$ cat config.mk
export PLATFORM = sky130hd
export DESIGN_NAME = seq_divider_8by4
export DESIGN_NICKNAME = d
export VERILOG_FILES = /design/src/rtl/seq_divider_8by4.sv
export SDC_FILE = /design/constraint.sdc
export NUM_CORES = 1
export LEC_CHECK = 0
export CAP_MARGIN = 25
export CORE_MARGIN = 2
export CORE_UTILIZATION = 45
export DETAILED_ROUTE_END_ITERATION = 10
export DONT_BUFFER_PORTS = 1
export HOLD_SLACK_MARGIN = 0.05
export MAX_ROUTING_LAYER = met4
export PLACE_DENSITY = 0.66
export SLEW_MARGIN = 5
export SYNTH_ARGS = -nofsm -noshare
export SYNTH_HDL_FRONTEND = slang
export SYNTH_SLANG_ARGS = --single-unit
$ cat constraint.sdc
create_clock -name clk -period 2.3 [get_ports clk]
set_clock_uncertainty 0.1 [all_clocks]
set_input_delay 0.46 -clock clk [delete_from_list [all_inputs] [get_ports clk]]
set_output_delay 0.46 -clock clk [all_outputs]
set_load 0.1 [all_outputs]
$ cat src/rtl/seq_divider_8by4.sv
// Sequential restoring divider: DW-bit dividend / VW-bit divisor, one quotient bit per clock, MSB first.
// Start/done handshake; results and the divide-by-zero flag are held until the next completion.
module seq_divider_8by4 #(
    parameter int unsigned DW = 8,
    parameter int unsigned VW = 4
) (
    input  logic          clk,
    input  logic          rst,
    input  logic          start,
    input  logic [DW-1:0] dividend,
    input  logic [VW-1:0] divisor,
    output logic          busy,
    output logic          done,
    output logic [DW-1:0] quotient,
    output logic [VW-1:0] remainder,
    output logic          div_by_zero
);

    localparam int unsigned CW = $clog2(DW + 1);

    typedef enum logic [1:0] {
        S_IDLE = 2'd0,
        S_BUSY = 2'd1,
        S_DONE = 2'd2
    } state_t;

    state_t        r_state;
    state_t        w_state_nxt;
    logic [DW-1:0] r_q;
    logic [DW-1:0] w_q_nxt;
    logic [VW-1:0] r_d;
    logic [VW-1:0] w_d_nxt;
    logic [VW:0]   r_r;
    logic [VW:0]   w_r_nxt;
    logic [CW-1:0] r_cnt;
    logic [CW-1:0] w_cnt_nxt;
    logic [DW-1:0] r_quo;
    logic [DW-1:0] w_quo_nxt;
    logic [VW-1:0] r_rem;
    logic [VW-1:0] w_rem_nxt;
    logic          r_dbz;
    logic          w_dbz_nxt;
    logic          r_busy;
    logic          r_done;

    logic [VW:0]   w_t;
    logic          w_ge;
    logic [VW:0]   w_r_iter;
    logic [DW-1:0] w_q_iter;

    // One restoring step: shift next dividend bit into R, subtract D when it fits.
    assign w_t      = (VW + 1)'({r_r, r_q[DW-1]});
    assign w_ge     = (w_t >= {1'b0, r_d});
    assign w_r_iter = w_ge ? (w_t - {1'b0, r_d}) : w_t;
    assign w_q_iter = {r_q[DW-2:0], w_ge};

    always_comb begin
        w_state_nxt = r_state;
        w_q_nxt     = r_q;
        w_d_nxt     = r_d;
        w_r_nxt     = r_r;
        w_cnt_nxt   = r_cnt;
        w_quo_nxt   = r_quo;
        w_rem_nxt   = r_rem;
        w_dbz_nxt   = r_dbz;
        case (r_state)
            S_IDLE: begin
                if (start) begin
                    w_q_nxt   = dividend;
                    w_d_nxt   = divisor;
                    w_r_nxt   = '0;
                    w_cnt_nxt = '0;
                    if (divisor == '0) begin
                        // Divide-by-zero skips the iterations and reports saturated quotient.
                        w_state_nxt = S_DONE;
                        w_quo_nxt   = {DW{1'b1}};
                        w_rem_nxt   = dividend[VW-1:0];
                        w_dbz_nxt   = 1'b1;
                    end else begin
                        w_state_nxt = S_BUSY;
                    end
                end
            end
            S_BUSY: begin
                w_q_nxt   = w_q_iter;
                w_r_nxt   = w_r_iter;
                w_cnt_nxt = r_cnt + CW'(1);
                if (r_cnt == CW'(DW - 1)) begin
                    w_state_nxt = S_DONE;
                    w_quo_nxt   = w_q_iter;
                    w_rem_nxt   = w_r_iter[VW-1:0];
                    w_dbz_nxt   = 1'b0;
                end
            end
            S_DONE: begin
                w_state_nxt = S_IDLE;
            end
            default: begin
                w_state_nxt = S_IDLE;
            end
        endcase
    end

    // busy/done are registered copies of the next-state decode.
    always_ff @(posedge clk or posedge rst) begin
        if (rst) begin
            r_state <= S_IDLE;
            r_q     <= '0;
            r_d     <= '0;
            r_r     <= '0;
            r_cnt   <= '0;
            r_quo   <= '0;
            r_rem   <= '0;
            r_dbz   <= 1'b0;
            r_busy  <= 1'b0;
            r_done  <= 1'b0;
        end else begin
            r_state <= w_state_nxt;
            r_q     <= w_q_nxt;
            r_d     <= w_d_nxt;
            r_r     <= w_r_nxt;
            r_cnt   <= w_cnt_nxt;
            r_quo   <= w_quo_nxt;
            r_rem   <= w_rem_nxt;
            r_dbz   <= w_dbz_nxt;
            r_busy  <= (w_state_nxt != S_IDLE);
            r_done  <= (w_state_nxt == S_DONE);
        end
    end

    assign busy        = r_busy;
    assign done        = r_done;
    assign quotient    = r_quo;
    assign remainder   = r_rem;
    assign div_by_zero = r_dbz;

endmodule
# --- After elaboration in Yosys (flattened, before gate mapping) ---
# Cells that the tools add are included.
word_totals:
  output_inout_bits: 15
  word_cells: 49
  in_bits: 15
  register_bits: 37
op_classes:
  n_eq_ne: 6
  reduce_logical: 7
  order_cmp: 1
  n_mux: 23
  n_addsub: 2
ops:
  columns: ["op", "n"]
  rows:
  - ["8-bit 2-to-1 mux", 4]
  - ["8-bit case mux with 2 select lines", 2]
  - ["4-bit 2-to-1 mux", 6]
  - ["4-bit case mux with 2 select lines", 3]
  - ["2-bit 2-to-1 mux", 3]
  - ["2-bit != test, second input constant", 3]
  - ["5-bit by 4-bit greater-or-equal comparator with 1-bit output", 1]
  - ["4-bit by 1-bit adder with 4-bit output, second input constant", 1]
  - ["4-bit by 3-bit == test with 1-bit output, second input constant", 1]
  - ["4-bit zero test", 1]
  - ["2-bit case mux with 2 select lines", 1]
  - ["2-bit AND reduction", 2]
  - ["4-bit AND reduction", 1]
  - ["2-bit nonzero test", 2]
  - ["4-bit subtractor", 1]
  - ["1-bit 2-to-1 mux", 3]
  - ["2-bit by 1-bit == test with 1-bit output, second input constant", 1]
  - ["2-bit == test, second input constant", 1]
  - ["2-bit zero test", 1]
  - ["1-bit case mux with 2 select lines", 1]

# --- Depth between registers and ports, before layout ---
depth:
  depth_word: 5
  depth_mapped: 8
  depth_no_buf: 8

# --- Worst setup path before layout ---
# Ideal clock, no wire load.
synth_timing:
  path_kind: "flip-flop to flip-flop"
  startpoint: "reg r_r[2]"
  endpoint: "reg r_rem[1] (netlist: remainder[1])"
  setup_slack_ns: 0.484
  arrival_ns: 1.635
  t_required_ns: 2.119
  path_buffers: 0
  stages_incl_launch_ff: 7
  setup_ns: 0.081
  synth_period_minus_slack_ns: 1.816
  path_cell_list: "dfrtp_1 ha_1 or2_1 nor3_2 o2bb2ai_2 mux2_2 a31oi_2"
synth_via:
  elab_chain_len: 4
synth_lines:
  columns: ["element", "line", "source"]
  rows:
  - ["start, declared", "33", "logic [VW:0] r_r;"]
  - ["start signal, assigned", "121", "r_r <= w_r_nxt;"]
  - ["5-bit by 4-bit greater-or-equal comparator with 1-bit output", "53", "assign w_ge = (w_t >= {1'b0, r_d});"]
  - ["4-bit 2-to-1 mux", "54", "assign w_r_iter = w_ge ? (w_t - {1'b0, r_d}) : w_t;"]
  - ["4-bit 2-to-1 mux", "88", "if (r_cnt == CW'(DW - 1)) begin"]
  - ["4-bit case mux with 2 select lines", "66", "case (r_state)"]
  - ["end signal, assigned", "124", "r_rem <= w_rem_nxt;"]
  - ["end, declared", "39", "logic [VW-1:0] r_rem;"]
# No other way between the ends. The select of a mux whose other input is x is not followed.
# A chain may end at the register's enable or synchronous reset.

# --- Final worst setup path ---
layout_timing:
  startpoint: "reg r_r[1]"
  endpoint: "reg r_rem[1] (netlist: remainder[1])"
# The elaborated chain is that of the path after synthesis.

==> flow_summary.ini <==
[run_status]
status = completed

[layout]
multi_input_area_um2 = 808
fill_cells = 331
areaGrowthSynthToFinish_pct = 12.6
antenna_cells = 0
stdcell_area_um2 = 2040
ff_latch_area_um2 = 926
drive_above_1_share_pct = 23.7
layout.nets = 206

[critical_path]
setup.worst_path.start = r_r[1]
r2r_end = remainder[1]
crit_path_end_kind = register
crit_path_end = remainder[1]
rr_worst_depth = 6
crit_path_start_kind = register
criticalPathCategory = reg2reg
crit_path_max_fanout = 7
crit_arrival_ns = 2.11
reg2reg_from = r_r[1]
r2r_setup_slack_ns = 0.30
cp.required_ns = 2.42

[routing]
routed-via-count = 1269
drt-initial-drc-count = 80
detail-route-antenna-nets = 0
finalWirelength_mm = 3.74
firstDrtPassIters = 4
wl_per_cell_um = 15.9
drc = 0
avgViaCountPerCell = 5.38

[synthesis]
yosys-top-cells-area = dfrtp_1 (51%), nand2_1 (6.0%), o21ai_0 (4.1%), ha_1 (3.4%), o22a_1 (2.9%)
synthArstFlopShare_pct = 100
synth_seq_area_share_pct = 51.0
synth_common_cells = dfrtp_1 (37), nand2_1 (29), o21ai_0 (15)
syn_area_um2 = 1820
synth_top_cell_area_share_pct = 51.0
synthCells = 166
synth_nets = 187
synth.distinct_cells = 41
synthFlopType = dfrtp_1
synth_most_common_cell = dfrtp_1
synth_largest_area_cell = dfrtp_1
syn_area_per_cell_um2 = 10.9
ys_warn_count = 0
ys_seq_elements = 37
synth_edf_count = 0

[floorplanning]
io_pins = 30
fp.dieH_um = 67.5
core_area_um2 = 3940
die_area_um2 = 4560
die_w_um = 67.5
initial_core_util_pct = 46.0
core.rowCount = 23

[sta]
fmax_ghz = 0.500
tightest_slew_ns = 0.605
min_period_ns = 2.00
slew_viol_final = 0
slew-limit-headroom_pct = 59.7
setup_viol = 0
finalSetupTns_ns = 0
hold_viol = 0
finalCritPeriodShare_pct = 86.9
rsz0062_at_grt = no

[placement]
post_dp_cell_area_um2 = 1960
gp_congestion = 0.822
hpwlAfterDp_mm = 2.72
portBuffers = 0

[clock_tree]
cts-root-buf = clkbuf_8
postCtsSetupBuffers = 0
cts_sinks = 37
cts_hold_buf = 0
numCtsBuffers = 5
cts_tree = yes
clkSlewWorstSetupHoldPaths_ns = 0.07
clk_latency_ns = 0.29
htree_levels = 2
cts_resized = 0
clock_path_buffers = 2

[grt]
grt_pass1_vias = 1317
antenna_found_initial = 0
grt_max_degree = 38
track_usage_pct = 19.8
grt.overflow.total = 0
grt_first_pass_wirelength_mm = 6.31

[worst_hold_path]
hp-class = in2async

[flow_run]
max_cap_viol_count = 0
## how the worst min path moves through the flow
stage	from	endpoint	slack [ns]	cells past startpoint
floorplan	r_r[3]	r_r[3]	0.34	2
global placement	r_r[3]	r_r[3]	0.37	2
detailed placement	r_r[3]	r_r[3]	0.38	2
CTS	rst	r_cnt[0]	0.07	2
global route	rst	r_cnt[2]	0.09	2
finish	rst	r_cnt[0]	0.06	2
## flip-flops by register name, indices dropped and copies added (netlist names)
signal       count
div_by_zero      1
r_d              4
busy             1
done             1
r_q              8
quotient         8
remainder        4
r_r              4
r_cnt            4
r_state          2
## layer usage
layer	track usage (%)	part of all wire [%]	vias up
li1	-	-	619
met2	30.0	48	35
met1	24.6	44	605
met4	8.16	2.5	0
met3	6.00	5.6	10
met5	-	0	-
## final cells by class
cell class | instances | area share (%)
Clock buffer | 6 | 3.55
Timing Repair Buffer | 18 | 6.61
Inverter | 8 | 1.47
Clock inverter | 2 | 0.490
Multi-Input combinational cell | 115 | 39.5
Sequential cell | 37 | 45.3
Tap cell | 50 | 3.06
## cells in the final DEF (no fill, tap or decap), types with 2 or more instances in the layout
cell type / netlist / layout
buf_4: 1 / 18
nand4_1: 2 / 2
o21ai_0: 15 / 15
o22a_1: 6 / 6
mux2i_1: 5 / 5
xor2_1: 2 / 2
ha_1: 5 / 5
clkbuf_8: 0 / 5
dfrtp_1: 37 / 37
nor2_1: 9 / 9
clkinv_2: 0 / 2
nand2_1: 29 / 29
nor2b_1: 2 / 2
nor2_2: 3 / 3
nand2b_1: 2 / 2
a221oi_2: 2 / 2
mux2_2: 4 / 4
inv_1: 8 / 8
a21oi_1: 5 / 5
a21o_1: 2 / 2
a31oi_2: 3 / 3
nand3_1: 2 / 2
## cell families after synthesis
kind of cell | count (synthesis) | synth area share [%]
buffers and inverters | 14 | 4.48
AO/OA/AOI/OAI | 38 | 15.6
AND/OR/NAND/NOR | 60 | 18.1
XOR/XNOR | 2 | 0.965
flip-flops | 37 | 51.0
adder cells (fa/ha/maj) | 6 | 4.55
multiplexers | 9 | 5.24
## stage by stage
step / hold WS, ns / instances / setup slack, ns / util [%]
finish: 0.0579 / 236 / 0.301 / 51.9
global route: 0.0911 / 236 / 0.192 / 51.9
CTS: 0.0705 / 236 / 0.322 / 51.9
detailed placement: 0.375 / 228 / 0.333 / 49.8
global placement: 0.375 / 228 / 0.395 / 49.8
floorplan: 0.342 / 166 / 0.484 / -
## worst max-delay path, stage by stage (launching register included)
cell and delay (ns):
dfrtp_1 0.41, ha_1 0.32, nor2_1 0.15, nor2b_1 0.08
o2bb2ai_2 0.33, mux2_2 0.41, a31oi_2 0.13
Power is not shown: default switching activity piles up to over one toggle a cycle in this logic, so the estimate is an artifact.
